**config.mk**
```make
export PLATFORM = sky130hd
export DESIGN_NAME = fft_frame_sequencer_flat
export DESIGN_NICKNAME = d
export VERILOG_FILES = /design/src/rtl/fft_seq_pkg.sv /design/src/rtl/fft_frame_sequencer_if.sv /design/src/rtl/fft_seq_capture_ctr.sv /design/src/rtl/fft_frame_sequencer.sv /design/src/flat_wrapper.sv
export SDC_FILE = /design/constraint.sdc
export NUM_CORES = 1
export LEC_CHECK = 0
export BUFFER_PORTS_ARGS = -buffer_cell sky130_fd_sc_hd__buf_2
export CAP_MARGIN = 20
export CORE_UTILIZATION = 45
export CTS_BUF_LIST = sky130_fd_sc_hd__clkbuf_8
export CTS_CLUSTER_DIAMETER = 60
export DETAILED_ROUTE_END_ITERATION = 7
export PLACE_DENSITY = 0.68
export SLEW_MARGIN = 20
export SYNTH_ARGS = -nofsm -noshare
export SYNTH_HDL_FRONTEND = slang
export SYNTH_SLANG_ARGS = --single-unit
```
**constraint.sdc**
```tcl
create_clock -name clk -period 1.7 [get_ports clk]
set_input_delay 0.085 -clock clk [delete_from_list [all_inputs] [get_ports clk]]
set_output_delay 0.085 -clock clk [all_outputs]
set_load 0.005 [all_outputs]
```
**src/rtl/fft_seq_pkg.sv**
```systemverilog
// fft_seq_pkg
//   Shared types and default sizes for the audio FFT frame sequencer.
//   fft_seq_state_t : FFT FSM state (IDLE, START, RUN, HOLD)
//   N_POINTS_DEF    : default frame / FFT length
//   DONE_TIMEOUT_DEF: default cycles allowed in RUN before fft_done is declared lost
package fft_seq_pkg;

    typedef enum logic [1:0] {IDLE, START, RUN, HOLD} fft_seq_state_t;

    localparam int N_POINTS_DEF     = 512;
    localparam int DONE_TIMEOUT_DEF = 4096;

endpackage

```
**src/rtl/fft_frame_sequencer_if.sv**
```systemverilog
// fft_frame_sequencer_if
//   Bundles the capture, FFT-core, SPI-readout and status signals of the
//   frame sequencer.
//   master : sequencer side (drives write strobes, FFT control, SPI ready, status)
//   slave  : environment side (I2S capture, FFT core, SPI slave, status readers)
//   Optional macro FFT_SEQ_OVERRUN_CNT_EN adds overrun_count[7:0].
interface fft_frame_sequencer_if #(
    parameter int ADDR_W = 9,
    parameter int FCNT_W = 16
);
    logic              sample_valid;
    logic              sample_we;
    logic [ADDR_W-1:0] sample_waddr;
    logic              sample_wbank;
    logic              fft_start;
    logic              fft_bank;
    logic              fft_done;
    logic              spi_ready;
    logic              spi_frame_done;
    logic              busy;
    logic              overrun;
    logic              fft_error;
    logic [FCNT_W-1:0] frame_count;
`ifdef FFT_SEQ_OVERRUN_CNT_EN
    logic [7:0]        overrun_count;
`endif

    modport master (
        input  sample_valid, fft_done, spi_frame_done,
`ifdef FFT_SEQ_OVERRUN_CNT_EN
        output overrun_count,
`endif
        output sample_we, sample_waddr, sample_wbank, fft_start, fft_bank,
               spi_ready, busy, overrun, fft_error, frame_count
    );

    modport slave (
        output sample_valid, fft_done, spi_frame_done,
`ifdef FFT_SEQ_OVERRUN_CNT_EN
        input  overrun_count,
`endif
        input  sample_we, sample_waddr, sample_wbank, fft_start, fft_bank,
               spi_ready, busy, overrun, fft_error, frame_count
    );
endinterface

```
**src/rtl/fft_seq_capture_ctr.sv**
```systemverilog
// fft_seq_capture_ctr
//   Ping-pong sample buffer write addressing.
//   clk, reset     : clock, synchronous active-high reset
//   sample_valid   : 1-cycle strobe per captured sample
//   accept         : sequencer takes the frame flagged by frame_full this cycle
//   sample_we/waddr/wbank : registered buffer write (one cycle after the strobe)
//   frame_full     : 1-cycle pulse alongside the write of the last address
module fft_seq_capture_ctr
    import fft_seq_pkg::*;
#(
    parameter int N_POINTS = N_POINTS_DEF,
    parameter int ADDR_W   = $clog2(N_POINTS)
) (
    input  logic              clk,
    input  logic              reset,
    input  logic              sample_valid,
    input  logic              accept,
    output logic              sample_we,
    output logic [ADDR_W-1:0] sample_waddr,
    output logic              sample_wbank,
    output logic              frame_full
);
    logic [ADDR_W-1:0] addr;
    logic              bank;
    logic              bank_nxt;

    // A sample arriving in the same cycle the previous frame is accepted
    // already belongs to the other bank.
    always_comb begin
        bank_nxt = bank;
        if (accept) bank_nxt = ~bank;
    end

    always_ff @(posedge clk) begin
        if (reset) begin
            addr         <= '0;
            bank         <= 1'b0;
            sample_we    <= 1'b0;
            sample_waddr <= '0;
            sample_wbank <= 1'b0;
            frame_full   <= 1'b0;
        end else begin
            sample_we  <= sample_valid;
            frame_full <= sample_valid && (addr == ADDR_W'(N_POINTS - 1));
            bank       <= bank_nxt;
            if (sample_valid) begin
                sample_waddr <= addr;
                sample_wbank <= bank_nxt;
                // N_POINTS is a power of two, so the address wraps to 0 after
                // the last write whether or not the frame is accepted.
                addr         <= addr + ADDR_W'(1);
            end
        end
    end
endmodule

```
**src/rtl/fft_frame_sequencer.sv**
```systemverilog
// fft_frame_sequencer
//   Sequences I2S capture -> FFT core -> SPI readout over a 2-bank sample buffer.
//   clk, reset : clock, synchronous active-high reset
//   bus        : fft_frame_sequencer_if.master (capture writes, fft_start/bank/done,
//                spi_ready/frame_done, busy, overrun, fft_error, frame_count)
//   Optional macro FFT_SEQ_OVERRUN_CNT_EN: saturating 8-bit count of discarded frames
//   on bus.overrun_count.
module fft_frame_sequencer
    import fft_seq_pkg::*;
#(
    parameter int N_POINTS     = N_POINTS_DEF,
    parameter int ADDR_W       = $clog2(N_POINTS),
    parameter int DONE_TIMEOUT = DONE_TIMEOUT_DEF,
    parameter int FCNT_W       = 16
) (
    input logic                    clk,
    input logic                    reset,
    fft_frame_sequencer_if.master  bus
);
    localparam int WD_W = $clog2(DONE_TIMEOUT);
    localparam logic [WD_W-1:0] WD_MAX = WD_W'(DONE_TIMEOUT - 1);

    fft_seq_state_t    state;
    logic [WD_W-1:0]   wdog;
    logic              frame_full;
    logic              accept;
    logic              overrun_q;
    logic              fft_error_q;
    logic              fft_bank_q;
    logic [FCNT_W-1:0] frame_count_q;

    // A finished frame can only go to the FFT when nothing is in flight, or
    // when the held result is being released in this very cycle.
    always_comb begin
        accept = frame_full &&
                 ((state == IDLE) || ((state == HOLD) && bus.spi_frame_done));
    end

    fft_seq_capture_ctr #(
        .N_POINTS (N_POINTS),
        .ADDR_W   (ADDR_W)
    ) u_capture (
        .clk          (clk),
        .reset        (reset),
        .sample_valid (bus.sample_valid),
        .accept       (accept),
        .sample_we    (bus.sample_we),
        .sample_waddr (bus.sample_waddr),
        .sample_wbank (bus.sample_wbank),
        .frame_full   (frame_full)
    );

    always_ff @(posedge clk) begin
        if (reset) begin
            state         <= IDLE;
            wdog          <= '0;
            overrun_q     <= 1'b0;
            fft_error_q   <= 1'b0;
            fft_bank_q    <= 1'b0;
            frame_count_q <= '0;
        end else begin
            if (frame_full && !accept) overrun_q <= 1'b1;
            // The completed bank is the one its last sample was written to.
            if (accept) fft_bank_q <= bus.sample_wbank;
            case (state)
                IDLE:  if (accept) state <= START;
                START: begin
                    state <= RUN;
                    wdog  <= '0;
                end
                RUN: begin
                    if (bus.fft_done) begin
                        state         <= HOLD;
                        frame_count_q <= frame_count_q + FCNT_W'(1);
                    end else if (wdog == WD_MAX) begin
                        state       <= IDLE;
                        fft_error_q <= 1'b1;
                    end else begin
                        wdog <= wdog + WD_W'(1);
                    end
                end
                HOLD:    if (bus.spi_frame_done) state <= accept ? START : IDLE;
                default: state <= IDLE;
            endcase
        end
    end

    assign bus.fft_start   = (state == START);
    assign bus.busy        = (state != IDLE);
    assign bus.spi_ready   = (state == HOLD);
    assign bus.fft_bank    = fft_bank_q;
    assign bus.overrun     = overrun_q;
    assign bus.fft_error   = fft_error_q;
    assign bus.frame_count = frame_count_q;

`ifdef FFT_SEQ_OVERRUN_CNT_EN
    logic [7:0] overrun_cnt_q;

    always_ff @(posedge clk) begin
        if (reset)
            overrun_cnt_q <= '0;
        else if (frame_full && !accept && (overrun_cnt_q != 8'hFF))
            overrun_cnt_q <= overrun_cnt_q + 8'd1;
    end

    assign bus.overrun_count = overrun_cnt_q;
`endif
endmodule

```
**src/flat_wrapper.sv**
```systemverilog
// flat-port wrapper written by rule: the top's interface ports become plain ports
module fft_frame_sequencer_flat import fft_seq_pkg::*;
#(
    parameter int N_POINTS     = N_POINTS_DEF,
    parameter int ADDR_W       = $clog2(N_POINTS),
    parameter int DONE_TIMEOUT = DONE_TIMEOUT_DEF,
    parameter int FCNT_W       = 16
)
  (clk, reset, bus_sample_valid, bus_fft_done, bus_spi_frame_done, bus_sample_we, bus_sample_waddr, bus_sample_wbank, bus_fft_start, bus_fft_bank, bus_spi_ready, bus_busy, bus_overrun, bus_fft_error, bus_frame_count);
  fft_frame_sequencer_if #(.ADDR_W(ADDR_W), .FCNT_W(FCNT_W)) bus_i ();
  input logic clk;
  input logic reset;
  input wire logic [$bits(bus_i.sample_valid)-1:0] bus_sample_valid;
  input wire logic [$bits(bus_i.fft_done)-1:0] bus_fft_done;
  input wire logic [$bits(bus_i.spi_frame_done)-1:0] bus_spi_frame_done;
  output wire logic [$bits(bus_i.sample_we)-1:0] bus_sample_we;
  output wire logic [$bits(bus_i.sample_waddr)-1:0] bus_sample_waddr;
  output wire logic [$bits(bus_i.sample_wbank)-1:0] bus_sample_wbank;
  output wire logic [$bits(bus_i.fft_start)-1:0] bus_fft_start;
  output wire logic [$bits(bus_i.fft_bank)-1:0] bus_fft_bank;
  output wire logic [$bits(bus_i.spi_ready)-1:0] bus_spi_ready;
  output wire logic [$bits(bus_i.busy)-1:0] bus_busy;
  output wire logic [$bits(bus_i.overrun)-1:0] bus_overrun;
  output wire logic [$bits(bus_i.fft_error)-1:0] bus_fft_error;
  output wire logic [$bits(bus_i.frame_count)-1:0] bus_frame_count;
  assign bus_i.sample_valid = bus_sample_valid;
  assign bus_i.fft_done = bus_fft_done;
  assign bus_i.spi_frame_done = bus_spi_frame_done;
  assign bus_sample_we = bus_i.sample_we;
  assign bus_sample_waddr = bus_i.sample_waddr;
  assign bus_sample_wbank = bus_i.sample_wbank;
  assign bus_fft_start = bus_i.fft_start;
  assign bus_fft_bank = bus_i.fft_bank;
  assign bus_spi_ready = bus_i.spi_ready;
  assign bus_busy = bus_i.busy;
  assign bus_overrun = bus_i.overrun;
  assign bus_fft_error = bus_i.fft_error;
  assign bus_frame_count = bus_i.frame_count;
  fft_frame_sequencer #(.N_POINTS(N_POINTS), .ADDR_W(ADDR_W), .DONE_TIMEOUT(DONE_TIMEOUT), .FCNT_W(FCNT_W)) u_core (.clk(clk), .reset(reset), .bus(bus_i));
endmodule
```
==> metrics list, run 1 <==
* Yosys top cell by area: dfxtp_1
- In this run the tightest slew margin relative to its limit is 0.7406.
* Global-route usage over all layers: 0.1803
* EDFF count, synth: 0
- Final setup violation count: 0
- Worst min path class: in -> reg
* Final design instance area without fill: 2935 um2
* Fraction of final layout cells with drive strength greater than 1: 0.2462
- Worst setup SP type: flop
* DIE AREA: 5692 um2
* Static Leak: between 1 and 1.5 nW
- The via count of the first global-routing pass was 1775.
- In this run the register-to-register setup slack is 0.08 ns.
- Count of hold buffers inserted by post-cts repair: 0
- Crit-path max FO: 6
- Leading register cell type out of synthesis: dfxtp_1
- Via Count: 2096
- For this design, the sink count on the clock tree is 55.
* Required time reported for the critical path endpoint: 1.95 ns
* Worst-path clk slew: around 0.1 ns
- Post-layout min period: 1.617 ns
* Leading post-synthesis cells by cell area: dfxtp_1 45%, mux2i_1 6.2%, nor2_1 5.9%
- Vias per std cell: 5.306
* Clock Path Buffers: 2
- Inserted Diodes: 0
- Largest net degree at the start of global routing: 32
- For this run, asynchronously set or reset flops after synthesis account for 0.
* Synthesized flop and latch total: 55
- Starting density of the core: 0.4722
* Status: complete, no violations
- Netlist area before placement: 2427 um2
* Total number of nets in the final design: around 330
* Max Fclk: 618.5 MHz
* Chip height: 75.45 um
* Post-DP HPWL: 3564 um
- Clock tree synthesis selected as its root buffer the cell clkbuf_8.
- The final layout contains routed wiring with a total length of approximately 4900 um.
- Starting DRT DRC Count: 128
- The H-tree was split into 2 levels.
- Pre-CTS setup slack: 0.09019 ns
- Floorplan row count: 26
- CTS Buf Count: 5
- Placed standard-cell area: ~2800 um2
- Kind of critical path: reg -> reg
- Clock latency on the worst-skew pair: 0.31 ns
- Max-Cap Viols: 0
- For this run, the number of Yosys warnings is 0.
- For this design the ratio of total power to cell area is between 700 and 800 nW/um2.
- Number of top-level pins: 38
- Mapped Cells: roughly 270
* CTS tree: yes
- The worst path meets setup with 0.08329 ns of slack.
- Routability-driven placement finished with a final weighted congestion of 0.8500.
- The first global-routing pass estimated 7921 um of wire.
* Pins Over Slew Limit: 0
- The largest single stage delay on the critical path is around 0.53 ns.
* Fill cell total of the finished layout: 496
- For the pin with the worst max-slew slack, the measured transition is 0.3851 ns.
- Setup repair after global routing left no endpoint under its margin.
- Pwr Total: 2.112 mW
- Final sum of negative setup slack: 0 ns
* Area share of the largest cell type after synthesis: 0.4536
- Residual antenna-violating net count after detailed routing: 0
- Of the synthesized area, sequential elements account for 0.4536.
- Synth-to-layout area growth: 20.93%
* Crit path cell chain: buf_4 > nand3b_2 > or2_4 > or4_1 > a21oi_2
- The first TritonRoute pass finished after 4 iterations.
- DRC violations left: 0
- CP arrival: 1.86 ns
- After synthesis, the netlist uses 43 different library cells.
- Counting every net in the synthesized netlist gives around 280.
- In the final routed layout, each cell accounts on average for ~12 um.
- The die is around 75 um wide.
- Initial antenna violation count: 0
* Post-route clock skew: between 0.007 and 0.008 ns
- Remaining Overflow, GRT: 0
* Share of the clock period used by the worst path: 0.9510
- Number of hold-slack violations in the final timing report: 0
- The worst setup path is captured at a flop.
* Average cell area after synthesis: 9.024 um2
- The slowest stage of the critical path belongs to the cell or4_1.
- Area of the core region: 5140 um2
- Util after Layout: 0.5711
- # port buffers: 37
- Worst IR Drop VDD: 515.6 uV
## sequential cells by signal, indices dropped and copies added (netlist names), 2 cells and up
name and count:
u_core.wdog 12, u_core.u_capture.addr 9, u_core.bus.frame_count 16, u_core.u_capture.sample_waddr 9
u_core.state 2
## synthesized netlist by cell type, types with 8 or more instances
library cell   n
nand2_1       10
mux2i_1       15
xor2_1        10
nand4_1        9
nor2_1        38
nand3_1       12
a21oi_1       13
dfxtp_1       55
o21ai_0        8
and3_1         8
inv_1         10
or3_1          8
## worst paths after layout
path,start,depth (start not counted),to
max,u_core.state[1],5,u_core.bus.frame_count[13]
min,reset,2,u_core.wdog[5]
max reg2reg,u_core.state[1],5,u_core.bus.frame_count[13]
min reg2reg,u_core.wdog[10],2,u_core.wdog[10]
## cell usage in the layout, fill, tap and decap left out, types with 2 or more instances in the layout
cell,count
buf_4,23
or3_1,8
buf_2,37
o31ai_1,3
clkinv_4,2
and2_1,3
a21oi_1,12
or4_1,3
xnor2_1,5
a211oi_1,2
nor4_1,2
dfxtp_1,54
nand4_1,9
nand2_1,10
inv_1,10
o41ai_1,3
nor3b_1,3
clkbuf_8,5
or3b_2,2
xor2_1,10
nor2_1,38
a2bb2oi_1,2
o21ai_0,8
o211ai_1,6
and3_1,8
nor3_1,7
nand3_1,11
ha_1,4
mux2i_1,15
## kinds of logic (layout without fill, tap and decap cells)
group / after synthesis / after routing / synth area share
AO/OA/AOI/OAI: 43 / 43 / 0.1232
AND/OR/NAND/NOR: 114 / 114 / 0.2479
adder cells (fa/ha/maj): 4 / 4 / 0.02062
flip-flops: 55 / 55 / 0.4536
XOR/XNOR: 15 / 15 / 0.05412
multiplexers: 15 / 15 / 0.06185
buffers and inverters: 23 / 79 / 0.03866
## critical path, delay by kind of cell (launching register included)
| family | cells | cell delay, ns |
|---|---|---|
| buf+inv | 1 | 0.15 |
| compound gates | 1 | 0.15 |
| simple gates | 3 | 0.90 |
| flops | 1 | 0.36 |
## power breakdown
part	internal [mW]	switching (mW)	total [mW]	leakage [nW]
combinational	0.0290	0.0484	0.0773	0.751
clock	0.295	0.434	0.729	0.0443
sequential	1.30	0.00805	1.31	0.444
total	1.62	0.490	2.11	1.24
## through the flow
step	std cells	hold slack, ns
2_1_floorplan	269	0.2637
3_3_place_gp	386	0.3940
3_5_place_dp	386	0.4035
4_1_cts	394	0.06798
5_1_grt	395	0.07613
6_report	395	0.07822
## layer usage
layer / global-route usage / vias up / share of wire
li1: - / 1072 / -
met1: 0.2352 / 982 / 0.48
met2: 0.3016 / 37 / 0.48
met3: 0.03968 / 5 / 0.036
met4: 0.04938 / 0 / 0.0090
met5: 0 / - / 0
## timing repair
item | CTS | global route
setup endpoints to repair | 0 | 6
setup buffers | 0 | 1
hold endpoints to repair | 0 | 0
gates resized for setup | 0 | 5
## layout make-up
type                       instances  area [um2]  share of cell area
clock inverter                     3       25.02            0.008525
tap                               70       87.58             0.02984
timing repair buffer              61       369.1              0.1257
clock buffer                       5       68.82             0.02344
sequential                        55        1102              0.3755
inverter                          10       37.54             0.01279
multi-input combinational        191        1245              0.4241
No activity file was read; power rests on OpenSTA's default activity.
==> run 2: changes to the inputs <==
--- a/config.mk
+++ b/config.mk
@@ -7,6 +7,7 @@
 export LEC_CHECK = 0
 export BUFFER_PORTS_ARGS = -buffer_cell sky130_fd_sc_hd__buf_2
 export CAP_MARGIN = 20
+export CORE_MARGIN = 2
 export CORE_UTILIZATION = 45
 export CTS_BUF_LIST = sky130_fd_sc_hd__clkbuf_8
 export CTS_CLUSTER_DIAMETER = 60
==> run 2 against run 1 <==
Compared with the run above:
- global-route usage shrank 0.48 points
- non-clock buffer count is the same
- fmax grew 1.2%
- critical path depth shrank 1
- via count shrank 1.8%
- worst hold slack lost 0.032 ns
==> metrics list, run 2 (same netlist as run 1, synthesis figures left out) <==
* Status: complete, no violations (unchanged)
* R2r startpoint: u_core.state[0] (was u_core.state[1])
- The first-pass GRT wire length was 8507 um (was 7921 um).
* Reg2reg path depth: 4 (was 5)
- The dominant delay contributor by cell family on the critical path is simple AND/OR/NAND/NOR gates (unchanged).
- Residual antenna-violating net count after detailed routing: 0 (unchanged)
* Number of hold-slack violations in the final timing report: 0 (unchanged)
* Buffers & Inverters on Critical Path: 0 (was 1)
- The flop-to-flop setup slack came to 0.10 ns (was 0.08 ns).
- Required time reported for the critical path endpoint: 1.95 ns (about the same)
* Inserted Diodes: 0 (unchanged)
- The number of placement rows was 26 (unchanged).
* Worst slew slack as a fraction of its limit: 0.6813 (was 0.7406)
* Final sum of negative setup slack: 0 ns (unchanged)
- The via count of the first global-routing pass is 1857 (was 1775).
* Global-route usage over all layers: 0.1755 (was 0.1803)
- Starting DRT DRC Count: 98 (was 128)
- Worst-path clk slew: 0.10 ns (about the same)
- The type of element launching the critical path is a flop (unchanged).
- Chip height: 77.45 um (was 75.45 um)
- The remaining global-route overflow was 0 (unchanged).
* Largest net degree at the start of global routing: 48 (was 32)
* DIE AREA: 5998 um2 (was 5692 um2)
- Area of the core region: 5172 um2 (was 5140 um2)
- The transition time at the pin with the least slew margin is 0.4780 ns (was 0.3851 ns).
- Final design instance area without fill: 2939 um2 (was 2935 um2)
* Die Width: 77.45 um (was 75.45 um)
- H-tree levels: 2 (unchanged)
- The number of max-cap violations is 0 (unchanged).
- The TritonCTS sink count was 55 (unchanged).
- Leading cell types in the layout, fill and taps excluded: 54 x dfxtp_1, 38 x nor2_1, 37 x buf_2, 23 x buf_4, 15 x mux2i_1 (unchanged)
- The start-to-end type of the worst setup path is reg -> reg (unchanged).
- Critical path endpoint category: flop (unchanged)
* Startpoint of the most critical hold path: reset (unchanged)
* Worst IR Drop VDD: 685.7 uV (was 515.6 uV)
- The most heavily used metal layer in global routing is met2 (unchanged).
- The count of input and output buffers came to 37 (unchanged).
- Worst hold path endpoint: u_core.bus.fft_error (was u_core.wdog[5])
- The total placed instance area is 2821 um2 (unchanged).
* Max Fclk: 626.2 MHz (was 618.5 MHz)
* Post-route clock skew: 0.002759 ns (was 0.007387 ns)
- The met1 demand-to-capacity share in global routing is 0.2254 (was 0.2352).
* Post-DP HPWL: 3591 um (was 3564 um)
* Number of top-level pins: 38 (unchanged)
* Initial antenna violation count: 0 (unchanged)
* Pins Over Slew Limit: 0 (unchanged)
- The total stage count of the critical path was 4 (was 5).
* CTS Buf Count: 5 (unchanged)
- Met2 Use GR: 0.2817 (was 0.3016)
- CP arrival: 1.85 ns (was 1.86 ns)
- Final setup violation count: 0 (unchanged)
- The final period utilization is 0.9394 (was 0.9510).
- The most common cell after layout, fill and taps aside is dfxtp_1 (unchanged).
* TritonRoute pass-1 iters: 4 (unchanged)
- WHS Path Cells: 2 (unchanged)
- Pwr Total: 2.170 mW (was 2.112 mW)
- Clock Path Buffers: 2 (unchanged)
* Post-layout min period: 1.597 ns (was 1.617 ns)
- Crit path cell chain: nand3b_2 > or2_4 > or4_1 > a21oi_1 (was buf_4 > nand3b_2 > or2_4 > or4_1 > a21oi_2).
- Total number of nets in the final design: 333 (unchanged)
- Final weighted congestion of routability-driven global placement: 0.8270 (was 0.8500)
- RSZ-0062 raised after global routing: false (unchanged)
* Fill cell total of the finished layout: 484 (was 496)
- The root buffer selected by CTS is clkbuf_8 (unchanged).
- The layout cell share with drive strength beyond 1 was 0.2400 (was 0.2462).
* Crit-path max FO: 6 (unchanged)
- Routed wire length: 5041 um (was 4877 um)
* Master of the slowest instance on the critical path: or4_1 (unchanged)
* Vias per std cell: 5.210 (was 5.306)
- The clock latency at the later pin of the worst-skew pair is 0.31 ns (about the same).
- Starting density of the core: 0.4693 (was 0.4722)
* Via Count: 2058 (was 2096)
- The maximum single-stage delay on the critical path was 0.52 ns (was 0.53 ns).
- The routing usage on met3 is 0.05116 (was 0.03968).
- Count of hold buffers inserted by post-cts repair: 0 (unchanged)
* Capture point of the worst reg-to-reg path: u_core.bus.frame_count[13] (unchanged)
- Synth-to-layout area growth: 21.08% (was 20.93%)
- The leakage power total was 1.245 nW (was 1.240 nW).
* Worst min path class: in -> reg (unchanged)
- The flip-flop count of the largest register after layout is 16 (unchanged).
- The mean routed wirelength per cell came to 12.76 um (was 12.35 um).
- The detailed-route DRC error count came to 0 (unchanged).
- CTS tree: yes (unchanged)
- Pwr Density: 738.3 nW/um2 (was 719.5 nW/um2)
-- run 2: changes by cell type in the layout (fill, tap and decap cells not counted), sizes merged --
| cell | change |
|---|---|
| clkbuf | +1 |
| clkinv | -1 |
| clkinvlp | -1 |
| inv | +1 |
-- run 2: where the power goes --
group | internal, mW | switching (mW) | total, mW
sequential | 1.30 | 0.00841 | 1.31
clock | 0.344 | 0.443 | 0.787
combinational | 0.0288 | 0.0480 | 0.0768
total | 1.67 | 0.500 | 2.17
-- run 2: layout make-up --
cell class	instances	area, um2	area share
clock inverters	2	20.02	0.006811
multi-input cells	191	1240	0.4219
inverters	10	37.54	0.01277
clock buffers	6	82.58	0.02810
repair buffers	61	369.1	0.1256
flip-flops and latches	55	1102	0.3751
well taps	70	87.58	0.02980
-- run 2: worst max path at each step --
stage                               start  slack, ns                         end
after floorplan            u_core.wdog[0]       0.07              u_core.wdog[1]
after global placement    u_core.state[1]       0.15  u_core.bus.frame_count[15]
after detailed placement  u_core.state[1]        0.1  u_core.bus.frame_count[13]
after CTS                 u_core.state[1]       0.07  u_core.bus.frame_count[13]
after global routing      u_core.state[0]      0.004  u_core.bus.frame_count[13]
final                     u_core.state[0]       0.10  u_core.bus.frame_count[13]
-- run 2: through the flow --
step	util	setup slack, ns	cells	hold WS, ns
2_1_floorplan	-	0.06668	269	0.2637
3_3_place_gp	0.5455	0.1478	386	0.3802
3_5_place_dp	0.5455	0.09619	386	0.3795
4_1_cts	0.5653	0.06530	394	0.05315
5_1_grt	0.5682	0.003680	395	0.05476
6_report	0.5682	0.1031	395	0.04606
-- run 2: metal layers --
layer | vias to the layer above | part of all wire
li1 | 1074 | -
met1 | 937 | 0.48
met2 | 41 | 0.46
met3 | 6 | 0.044
met4 | 0 | 0.016
met5 | - | 0
-- run 2: repair_timing --
action / 4_1_cts / 5_1_grt
setup endpoints to repair: 0 / 5
hold endpoints to repair: 0 / 0
resized for setup: 0 / 3
setup buffers: 0 / 1
